===== src/rtl/alu_op_sequencer_if.sv =====
`default_nettype none
// +----------------------------------------------------------------------------+
// | alu_op_sequencer_if                                                        |
// | Requester, response and ALU-side bundle of alu_op_sequencer.               |
// | Macro ALU_SEQ_STATS_EN adds the per-requester retire counters.             |
// | Rev 1.0                                                                    |
// +----------------------------------------------------------------------------+
interface alu_op_sequencer_if #(
   parameter int WIDTH = 32
);
   logic             req0_valid;
   logic             req0_ready;
   logic [WIDTH-1:0] req0_a;
   logic [WIDTH-1:0] req0_b;
   logic [2:0]       req0_cmd;
   logic             req1_valid;
   logic             req1_ready;
   logic [WIDTH-1:0] req1_a;
   logic [WIDTH-1:0] req1_b;
   logic [2:0]       req1_cmd;
   logic             rsp_valid;
   logic             rsp_ready;
   logic             rsp_id;
   logic [WIDTH-1:0] rsp_result;
   logic             rsp_carryout;
   logic             rsp_zero;
   logic             rsp_overflow;
   logic [WIDTH-1:0] alu_operandA;
   logic [WIDTH-1:0] alu_operandB;
   logic [2:0]       alu_command;
   logic [WIDTH-1:0] alu_result;
   logic             alu_carryout;
   logic             alu_zero;
   logic             alu_overflow;
   logic             busy;
`ifdef ALU_SEQ_STATS_EN
   logic [15:0]      op_count0;
   logic [15:0]      op_count1;
`endif

   modport slave (
      input  req0_valid, req0_a, req0_b, req0_cmd,
      input  req1_valid, req1_a, req1_b, req1_cmd,
      input  rsp_ready,
      input  alu_result, alu_carryout, alu_zero, alu_overflow,
      output req0_ready, req1_ready,
      output rsp_valid, rsp_id, rsp_result, rsp_carryout, rsp_zero, rsp_overflow,
      output alu_operandA, alu_operandB, alu_command,
`ifdef ALU_SEQ_STATS_EN
      output op_count0, op_count1,
`endif
      output busy
   );

   modport master (
      output req0_valid, req0_a, req0_b, req0_cmd,
      output req1_valid, req1_a, req1_b, req1_cmd,
      output rsp_ready,
      output alu_result, alu_carryout, alu_zero, alu_overflow,
      input  req0_ready, req1_ready,
      input  rsp_valid, rsp_id, rsp_result, rsp_carryout, rsp_zero, rsp_overflow,
      input  alu_operandA, alu_operandB, alu_command,
`ifdef ALU_SEQ_STATS_EN
      input  op_count0, op_count1,
`endif
      input  busy
   );
endinterface
`default_nettype wire


===== src/rtl/alu_op_sequencer.sv =====
`default_nettype none
// +----------------------------------------------------------------------------+
// | alu_op_sequencer                                                           |
// | Round-robin sequencer holding operands on a slow ALU for SETTLE_CYCLES.    |
// | Macro ALU_SEQ_STATS_EN adds 16-bit per-requester retire counters.          |
// | Rev 1.0                                                                    |
// +----------------------------------------------------------------------------+
module alu_op_sequencer #(
   parameter int WIDTH         = 32,
   parameter int SETTLE_CYCLES = 4
) (
   input  logic                clk,
   input  logic                reset,
   alu_op_sequencer_if.slave   bus
);
   typedef enum logic [1:0] {
      S_IDLE   = 2'd0,
      S_SETTLE = 2'd1,
      S_RESP   = 2'd2
   } state_t;

   localparam logic [7:0] c_SETTLE_LOAD = 8'(SETTLE_CYCLES - 1);

   state_t           r_state;
   logic             r_last_grant;
   logic [7:0]       r_cnt;
   logic             r_rsp_valid;
   logic             r_rsp_id;
   logic [WIDTH-1:0] r_rsp_result;
   logic             r_rsp_carryout;
   logic             r_rsp_zero;
   logic             r_rsp_overflow;
   logic [WIDTH-1:0] r_alu_a;
   logic [WIDTH-1:0] r_alu_b;
   logic [2:0]       r_alu_cmd;

   logic w_idle;
   logic w_ready0;
   logic w_ready1;

   // last_grant==1 means requester 0 has priority on the next contention
   assign w_idle   = (r_state == S_IDLE);
   assign w_ready0 = w_idle && bus.req0_valid && (!bus.req1_valid ||  r_last_grant);
   assign w_ready1 = w_idle && bus.req1_valid && (!bus.req0_valid || !r_last_grant);

   always_ff @(posedge clk) begin
      if (reset) begin
         r_state        <= S_IDLE;
         r_last_grant   <= 1'b1;
         r_cnt          <= 8'd0;
         r_rsp_valid    <= 1'b0;
         r_rsp_id       <= 1'b0;
         r_rsp_result   <= '0;
         r_rsp_carryout <= 1'b0;
         r_rsp_zero     <= 1'b0;
         r_rsp_overflow <= 1'b0;
         r_alu_a        <= '0;
         r_alu_b        <= '0;
         r_alu_cmd      <= 3'b000;
      end else begin
         case (r_state)
            S_IDLE: begin
               if (w_ready0) begin
                  r_alu_a      <= bus.req0_a;
                  r_alu_b      <= bus.req0_b;
                  r_alu_cmd    <= bus.req0_cmd;
                  r_rsp_id     <= 1'b0;
                  r_last_grant <= 1'b0;
                  r_cnt        <= c_SETTLE_LOAD;
                  r_state      <= S_SETTLE;
               end else if (w_ready1) begin
                  r_alu_a      <= bus.req1_a;
                  r_alu_b      <= bus.req1_b;
                  r_alu_cmd    <= bus.req1_cmd;
                  r_rsp_id     <= 1'b1;
                  r_last_grant <= 1'b1;
                  r_cnt        <= c_SETTLE_LOAD;
                  r_state      <= S_SETTLE;
               end
            end
            S_SETTLE: begin
               if (r_cnt == 8'd0) begin
                  r_rsp_result   <= bus.alu_result;
                  r_rsp_carryout <= bus.alu_carryout;
                  r_rsp_zero     <= bus.alu_zero;
                  r_rsp_overflow <= bus.alu_overflow;
                  r_rsp_valid    <= 1'b1;
                  r_state        <= S_RESP;
               end else begin
                  r_cnt <= r_cnt - 8'd1;
               end
            end
            S_RESP: begin
               if (bus.rsp_ready) begin
                  r_rsp_valid <= 1'b0;
                  r_state     <= S_IDLE;
               end
            end
            default: r_state <= S_IDLE;
         endcase
      end
   end

`ifdef ALU_SEQ_STATS_EN
   logic [15:0] r_op_count0;
   logic [15:0] r_op_count1;

   always_ff @(posedge clk) begin
      if (reset) begin
         r_op_count0 <= 16'd0;
         r_op_count1 <= 16'd0;
      end else if (r_rsp_valid && bus.rsp_ready) begin
         if (r_rsp_id) r_op_count1 <= r_op_count1 + 16'd1;
         else          r_op_count0 <= r_op_count0 + 16'd1;
      end
   end

   assign bus.op_count0 = r_op_count0;
   assign bus.op_count1 = r_op_count1;
`endif

   assign bus.req0_ready   = w_ready0;
   assign bus.req1_ready   = w_ready1;
   assign bus.rsp_valid    = r_rsp_valid;
   assign bus.rsp_id       = r_rsp_id;
   assign bus.rsp_result   = r_rsp_result;
   assign bus.rsp_carryout = r_rsp_carryout;
   assign bus.rsp_zero     = r_rsp_zero;
   assign bus.rsp_overflow = r_rsp_overflow;
   assign bus.alu_operandA = r_alu_a;
   assign bus.alu_operandB = r_alu_b;
   assign bus.alu_command  = r_alu_cmd;
   assign bus.busy         = !w_idle;
endmodule
`default_nettype wire

===== src/flat_wrapper.sv =====
// flat-port wrapper written by rule: the top's interface ports become plain ports
module alu_op_sequencer_flat 
#(
   parameter int WIDTH         = 32,
   parameter int SETTLE_CYCLES = 4
)
  (clk, reset, bus_req0_valid, bus_req0_a, bus_req0_b, bus_req0_cmd, bus_req1_valid, bus_req1_a, bus_req1_b, bus_req1_cmd, bus_rsp_ready, bus_alu_result, bus_alu_carryout, bus_alu_zero, bus_alu_overflow, bus_req0_ready, bus_req1_ready, bus_rsp_valid, bus_rsp_id, bus_rsp_result, bus_rsp_carryout, bus_rsp_zero, bus_rsp_overflow, bus_alu_operandA, bus_alu_operandB, bus_alu_command, bus_busy);
  alu_op_sequencer_if #(.WIDTH(WIDTH)) bus_i ();
  input  logic clk;
  input  logic reset;
  input wire logic [$bits(bus_i.req0_valid)-1:0] bus_req0_valid;
  input wire logic [$bits(bus_i.req0_a)-1:0] bus_req0_a;
  input wire logic [$bits(bus_i.req0_b)-1:0] bus_req0_b;
  input wire logic [$bits(bus_i.req0_cmd)-1:0] bus_req0_cmd;
  input wire logic [$bits(bus_i.req1_valid)-1:0] bus_req1_valid;
  input wire logic [$bits(bus_i.req1_a)-1:0] bus_req1_a;
  input wire logic [$bits(bus_i.req1_b)-1:0] bus_req1_b;
  input wire logic [$bits(bus_i.req1_cmd)-1:0] bus_req1_cmd;
  input wire logic [$bits(bus_i.rsp_ready)-1:0] bus_rsp_ready;
  input wire logic [$bits(bus_i.alu_result)-1:0] bus_alu_result;
  input wire logic [$bits(bus_i.alu_carryout)-1:0] bus_alu_carryout;
  input wire logic [$bits(bus_i.alu_zero)-1:0] bus_alu_zero;
  input wire logic [$bits(bus_i.alu_overflow)-1:0] bus_alu_overflow;
  output wire logic [$bits(bus_i.req0_ready)-1:0] bus_req0_ready;
  output wire logic [$bits(bus_i.req1_ready)-1:0] bus_req1_ready;
  output wire logic [$bits(bus_i.rsp_valid)-1:0] bus_rsp_valid;
  output wire logic [$bits(bus_i.rsp_id)-1:0] bus_rsp_id;
  output wire logic [$bits(bus_i.rsp_result)-1:0] bus_rsp_result;
  output wire logic [$bits(bus_i.rsp_carryout)-1:0] bus_rsp_carryout;
  output wire logic [$bits(bus_i.rsp_zero)-1:0] bus_rsp_zero;
  output wire logic [$bits(bus_i.rsp_overflow)-1:0] bus_rsp_overflow;
  output wire logic [$bits(bus_i.alu_operandA)-1:0] bus_alu_operandA;
  output wire logic [$bits(bus_i.alu_operandB)-1:0] bus_alu_operandB;
  output wire logic [$bits(bus_i.alu_command)-1:0] bus_alu_command;
  output wire logic [$bits(bus_i.busy)-1:0] bus_busy;
  assign bus_i.req0_valid = bus_req0_valid;
  assign bus_i.req0_a = bus_req0_a;
  assign bus_i.req0_b = bus_req0_b;
  assign bus_i.req0_cmd = bus_req0_cmd;
  assign bus_i.req1_valid = bus_req1_valid;
  assign bus_i.req1_a = bus_req1_a;
  assign bus_i.req1_b = bus_req1_b;
  assign bus_i.req1_cmd = bus_req1_cmd;
  assign bus_i.rsp_ready = bus_rsp_ready;
  assign bus_i.alu_result = bus_alu_result;
  assign bus_i.alu_carryout = bus_alu_carryout;
  assign bus_i.alu_zero = bus_alu_zero;
  assign bus_i.alu_overflow = bus_alu_overflow;
  assign bus_req0_ready = bus_i.req0_ready;
  assign bus_req1_ready = bus_i.req1_ready;
  assign bus_rsp_valid = bus_i.rsp_valid;
  assign bus_rsp_id = bus_i.rsp_id;
  assign bus_rsp_result = bus_i.rsp_result;
  assign bus_rsp_carryout = bus_i.rsp_carryout;
  assign bus_rsp_zero = bus_i.rsp_zero;
  assign bus_rsp_overflow = bus_i.rsp_overflow;
  assign bus_alu_operandA = bus_i.alu_operandA;
  assign bus_alu_operandB = bus_i.alu_operandB;
  assign bus_alu_command = bus_i.alu_command;
  assign bus_busy = bus_i.busy;
  alu_op_sequencer #(.WIDTH(WIDTH), .SETTLE_CYCLES(SETTLE_CYCLES)) u_core (.clk(clk), .reset(reset), .bus(bus_i));
endmodule

===== config.mk =====
export PLATFORM = sky130hd
export DESIGN_NAME = alu_op_sequencer_flat
export DESIGN_NICKNAME = d
export VERILOG_FILES = /design/src/rtl/alu_op_sequencer_if.sv /design/src/rtl/alu_op_sequencer.sv /design/src/flat_wrapper.sv
export SDC_FILE = /design/constraint.sdc
export NUM_CORES = 1
export LEC_CHECK = 0
export CAP_MARGIN = 20
export CORE_AREA = 2 2 109 111
export DETAILED_ROUTE_END_ITERATION = 8
export DIE_AREA = 0 0 111 113
export DONT_BUFFER_PORTS = 1
export GPL_TIMING_DRIVEN = 0
export MAX_ROUTING_LAYER = met4
export PLACE_DENSITY_LB_ADDON = 0.05
export REMOVE_ABC_BUFFERS = 1
export SETUP_SLACK_MARGIN = 0.5
export SLEW_MARGIN = 20
export SYNTH_ARGS = -nofsm -noshare
export SYNTH_HDL_FRONTEND = slang
export SYNTH_SLANG_ARGS = --single-unit
export TNS_END_PERCENT = 1

===== constraint.sdc =====
create_clock -name clk -period 3.92 [get_ports clk]
set_input_delay 0.588 -clock clk [delete_from_list [all_inputs] [get_ports clk]]
set_output_delay 0.588 -clock clk [all_outputs]
set_load 0.03 [all_outputs]

==> summary.md <==
| Metric | Value |
|---|---|
| Number of endpoints failing setup at the final stage | `0` |
| Port buffer count | `0` |
| Post-Route Skew | `5.81 ps` |
| Number of DRC markers in iteration 0 | `166` |
| Initial Utilization | `0.417` |
| Number of synthesized flops with an enable pin | `0` |
| TritonCTS sink count | `115` |
| Number of diodes added for antenna fixing | `0` |
| Leading cell type in the layout, fill and taps excluded | `sky130_fd_sc_hd__nand2_1` |
| Highest attainable clock frequency | `319 MHz` |
| Synth Register Bits | `115` |
| CTS root buf | `sky130_fd_sc_hd__clkbuf_16` |
| Max-slew headroom | `0.446` |
| Count of max-cap constraint violations | `0` |
| Post-DP HPWL | `9550 um` |
| DIE WIDTH | `111 um` |
| Pins Over Slew Limit | `0` |
| Hold EP | `u_core.bus.rsp_result[21]$_SDFFE_PP0P_` |
| Routability-driven placement congestion ratio | `0.807` |
| Number of inserted filler cells in the final layout | `1162` |
| Async set-or-reset flop fraction in the synthesized netlist | `0` |
| Synth Flop Type | `sky130_fd_sc_hd__dfxtp_1` |
| First-pass iteration count of the detailed router | `4` |
| # nets final | `751` |
| Via-per-instance ratio | `5.54` |
| Type of element capturing the critical path | `output pin` |
| Gate count of the mapped netlist | `600` |
| Number of antenna-violating nets in the routed design | `0` |
| Sequential cell area | `2300 sq um` |
| Wirelength, routed | `13400 um` |
| Delay of the slowest cell on the worst path | `740 ps` |
| Highest fanout seen on the critical path | `68` |
| Die extent in y | `113 um` |
| RSZ-0062 raised after global routing | `no` |
| Placeable core region | `11300 sq um` |
| End of the worst register-to-register path | `u_core.bus.alu_operandB[1]$_SDFFE_PP0P_` |
| Power density over the cells | `896 nW/um^2` |
| Antenna violations before repair | `0` |
| Number of hold violations in the final report | `0` |
| Worst flop-to-flop path startpoint | `u_core.r_state[1]$_SDFFE_PP0P_` |
| Number of buffers inserted for hold repair after clock tree synthesis | `0` |
| Via count | `4047` |
| Data required time of the worst path | `3330 ps` |
| Final critical delay including setup and external delays | `3130 ps` |
| Clock H-tree levels | `4` |
| Max Buffers Root-to-Sink | `2` |
| Die ar. | `12500 sq um` |
| Area used by multi-input combinational logic | `2170 sq um` |
| IR Drop Worst-Case VDD | `0.447 mV` |
| Data arrival time of the worst path | `2550 ps` |
| Status | `finished clean` |
| Worst min path class | `input port to flop` |
| Synth cell types | `36` |
| Commonest cells after routing, fill and taps aside | `209 x sky130_fd_sc_hd__nand2_1, 115 x sky130_fd_sc_hd__dfxtp_1, 72 x sky130_fd_sc_hd__nor2_1` |
| R2R Setup Slk | `1250 ps` |
| Row count | `39` |
| Highest-delay cell along the critical path | `sky130_fd_sc_hd__inv_6` |
| Hold WS | `245 ps` |
| Kind of launch point of the worst setup path | `flop` |
| Post-route clock period utilization | `0.799` |
| Finished Core Util | `0.482` |
| Maximum number of pins on one net before global-route repair | `111` |
| Area delta synth->final | `15.4%` |
| Post-synthesis cell area | `4710 sq um` |
| Gr ovfl total | `0` |
| Detailed-route wire length per cell | `18.4 um` |
| Proportion of synthesized chip area in sequential cells | `0.489` |
| Tot GR Track Use | `0.216` |
| Worst Hold Launch | `reset` |
| Number of global-route vias before repair | `3911` |
| Number of cells traversed by the worst hold path | `1` |
| Lkg Pwr | `2.08 nW` |
| Clock latency at the later pin of the worst-skew pair | `420 ps` |
| Reg clk slew, reported paths | `50 ps` |
| Residual DRC count | `0` |
| Critical Setup Path Class | `flop to output pin` |
| Reg2reg path depth | `5` |
| Critical path, cell by cell | `nor2_1, nand3_4, inv_6` |
| Mean instance size in the synthesized netlist | `7.84 sq um` |
| Wire length of the first global-routing pass | `20500 um` |
| Layout cells sized above 1 | `0.0748` |
| Count of pins on the block boundary | `281` |
| Warning count from the yosys run | `0` |
| Slew @ Worst Pin | `831 ps` |
| Number of buffers created by CTS | `17` |
| Clock tree from TritonCTS | `done` |
through the flow:
step | total power, mW | std cells | instance area (sq um) | setup slack (ps) | setup TNS [ps]
after floorplan | 2.89 | 551 | 4490 | 166 | 0
after global placement | 3.16 | 694 | 4660 | -950 | -61840
after detailed placement | 3.22 | 699 | 4770 | 1050 | 0
after CTS | 4.92 | 731 | 5430 | 608 | 0
after global routing | 5.14 | 731 | 5430 | 571 | 0
final | 4.87 | 731 | 5430 | 787 | 0
synth_stat cells, types with 2 or more instances:
library cell               instances  area (sq um)
sky130_fd_sc_hd__a21oi_1          44           220
sky130_fd_sc_hd__a311oi_1         67           587
sky130_fd_sc_hd__buf_1             2          7.51
sky130_fd_sc_hd__buf_2            20           100
sky130_fd_sc_hd__buf_4             3          22.5
sky130_fd_sc_hd__clkbuf_1         24          90.1
sky130_fd_sc_hd__dfxtp_1         115          2300
sky130_fd_sc_hd__ha_1              2          25.0
sky130_fd_sc_hd__inv_1             6          22.5
sky130_fd_sc_hd__nand2_1         209           785
sky130_fd_sc_hd__nand2b_1          2          12.5
sky130_fd_sc_hd__nor2_1           72           270
sky130_fd_sc_hd__nor2b_1           3          18.8
sky130_fd_sc_hd__nor3_1            2          10.0
sky130_fd_sc_hd__o21ai_0           3          15.0
sky130_fd_sc_hd__o31ai_1           2          15.0
sky130_fd_sc_hd__or3_1             3          18.8
sky130_fd_sc_hd__or4_1             3          22.5
layer usage:
metal  global-route usage  vias up  share of wire
li1                     -     2014              -
met1                0.222     1830           0.38
met2                0.361      181           0.50
met3               0.0959       22           0.10
met4               0.0925        0          0.021
met5                    -        -              0
where the power goes:
part           switching [mW]  internal [mW]
combinational           0.647          0.383
clock                   0.529           1.16
sequential              0.699           1.45
total                    1.87           2.99
cells by family (layout without fill, tap and decap cells):
| family | count (synthesis) | after routing | synth area share |
|---|---|---|---|
| compound gates | 124 | 124 | 0.193 |
| fa+ha+maj | 2 | 2 | 0.00532 |
| buf+inv | 56 | 44 | 0.0524 |
| flops | 115 | 115 | 0.489 |
| simple gates | 303 | 303 | 0.260 |
flip-flops by register name, indices dropped and copies added (netlist names), 2 cells and up:
register and cells:
u_core.bus.alu_command 3, u_core.r_state 2, u_core.bus.alu_operandB 32, u_core.bus.rsp_result 32
u_core.r_cnt 8, u_core.bus.alu_operandA 32
area by class of cell:
| class | instances | share of cell area |
|---|---|---|
| Sequential cell | 115 | 0.424 |
| Clock inverter | 9 | 0.0272 |
| Tap cell | 143 | 0.0329 |
| Timing Repair Buffer | 5 | 0.0173 |
| Clock buffer | 23 | 0.0935 |
| Inverter | 7 | 0.00576 |
| Multi-Input combinational cell | 429 | 0.400 |
how the worst max path moves through the flow:
stage               slack (ps)                           start                                 endpoint  cells after the start
floorplan                  170  u_core.r_state[1]$_SDFFE_PP0P_   u_core.bus.alu_command[0]$_SDFFE_PP0P_                      4
global route               570  u_core.r_state[1]$_SDFFE_PP0P_                           bus_req0_ready                      3
finish                     790  u_core.r_state[1]$_SDFFE_PP0P_                           bus_req0_ready                      3
detailed placement        1050                  bus_req1_valid                           bus_req0_ready                      3
global placement          -950  u_core.r_state[1]$_SDFFE_PP0P_  u_core.bus.alu_operandB[4]$_SDFFE_PP0P_                      4
CTS                        610  u_core.r_state[1]$_SDFFE_PP0P_                           bus_req0_ready                      3
worst max-delay path, delay by kind of cell (launching register included):
family                 cells  cell delay, ps
buffers and inverters      1             740
DFF                        1             340
and+or+nand+nor            2             940
timing repair:
action                     in CTS  in global routing
resized for setup               0                  1
buffers inserted                0                  0
hold endpoints to repair        0                  0
setup endpoints to repair       0                  1
Power figures use the tool's default switching activity.
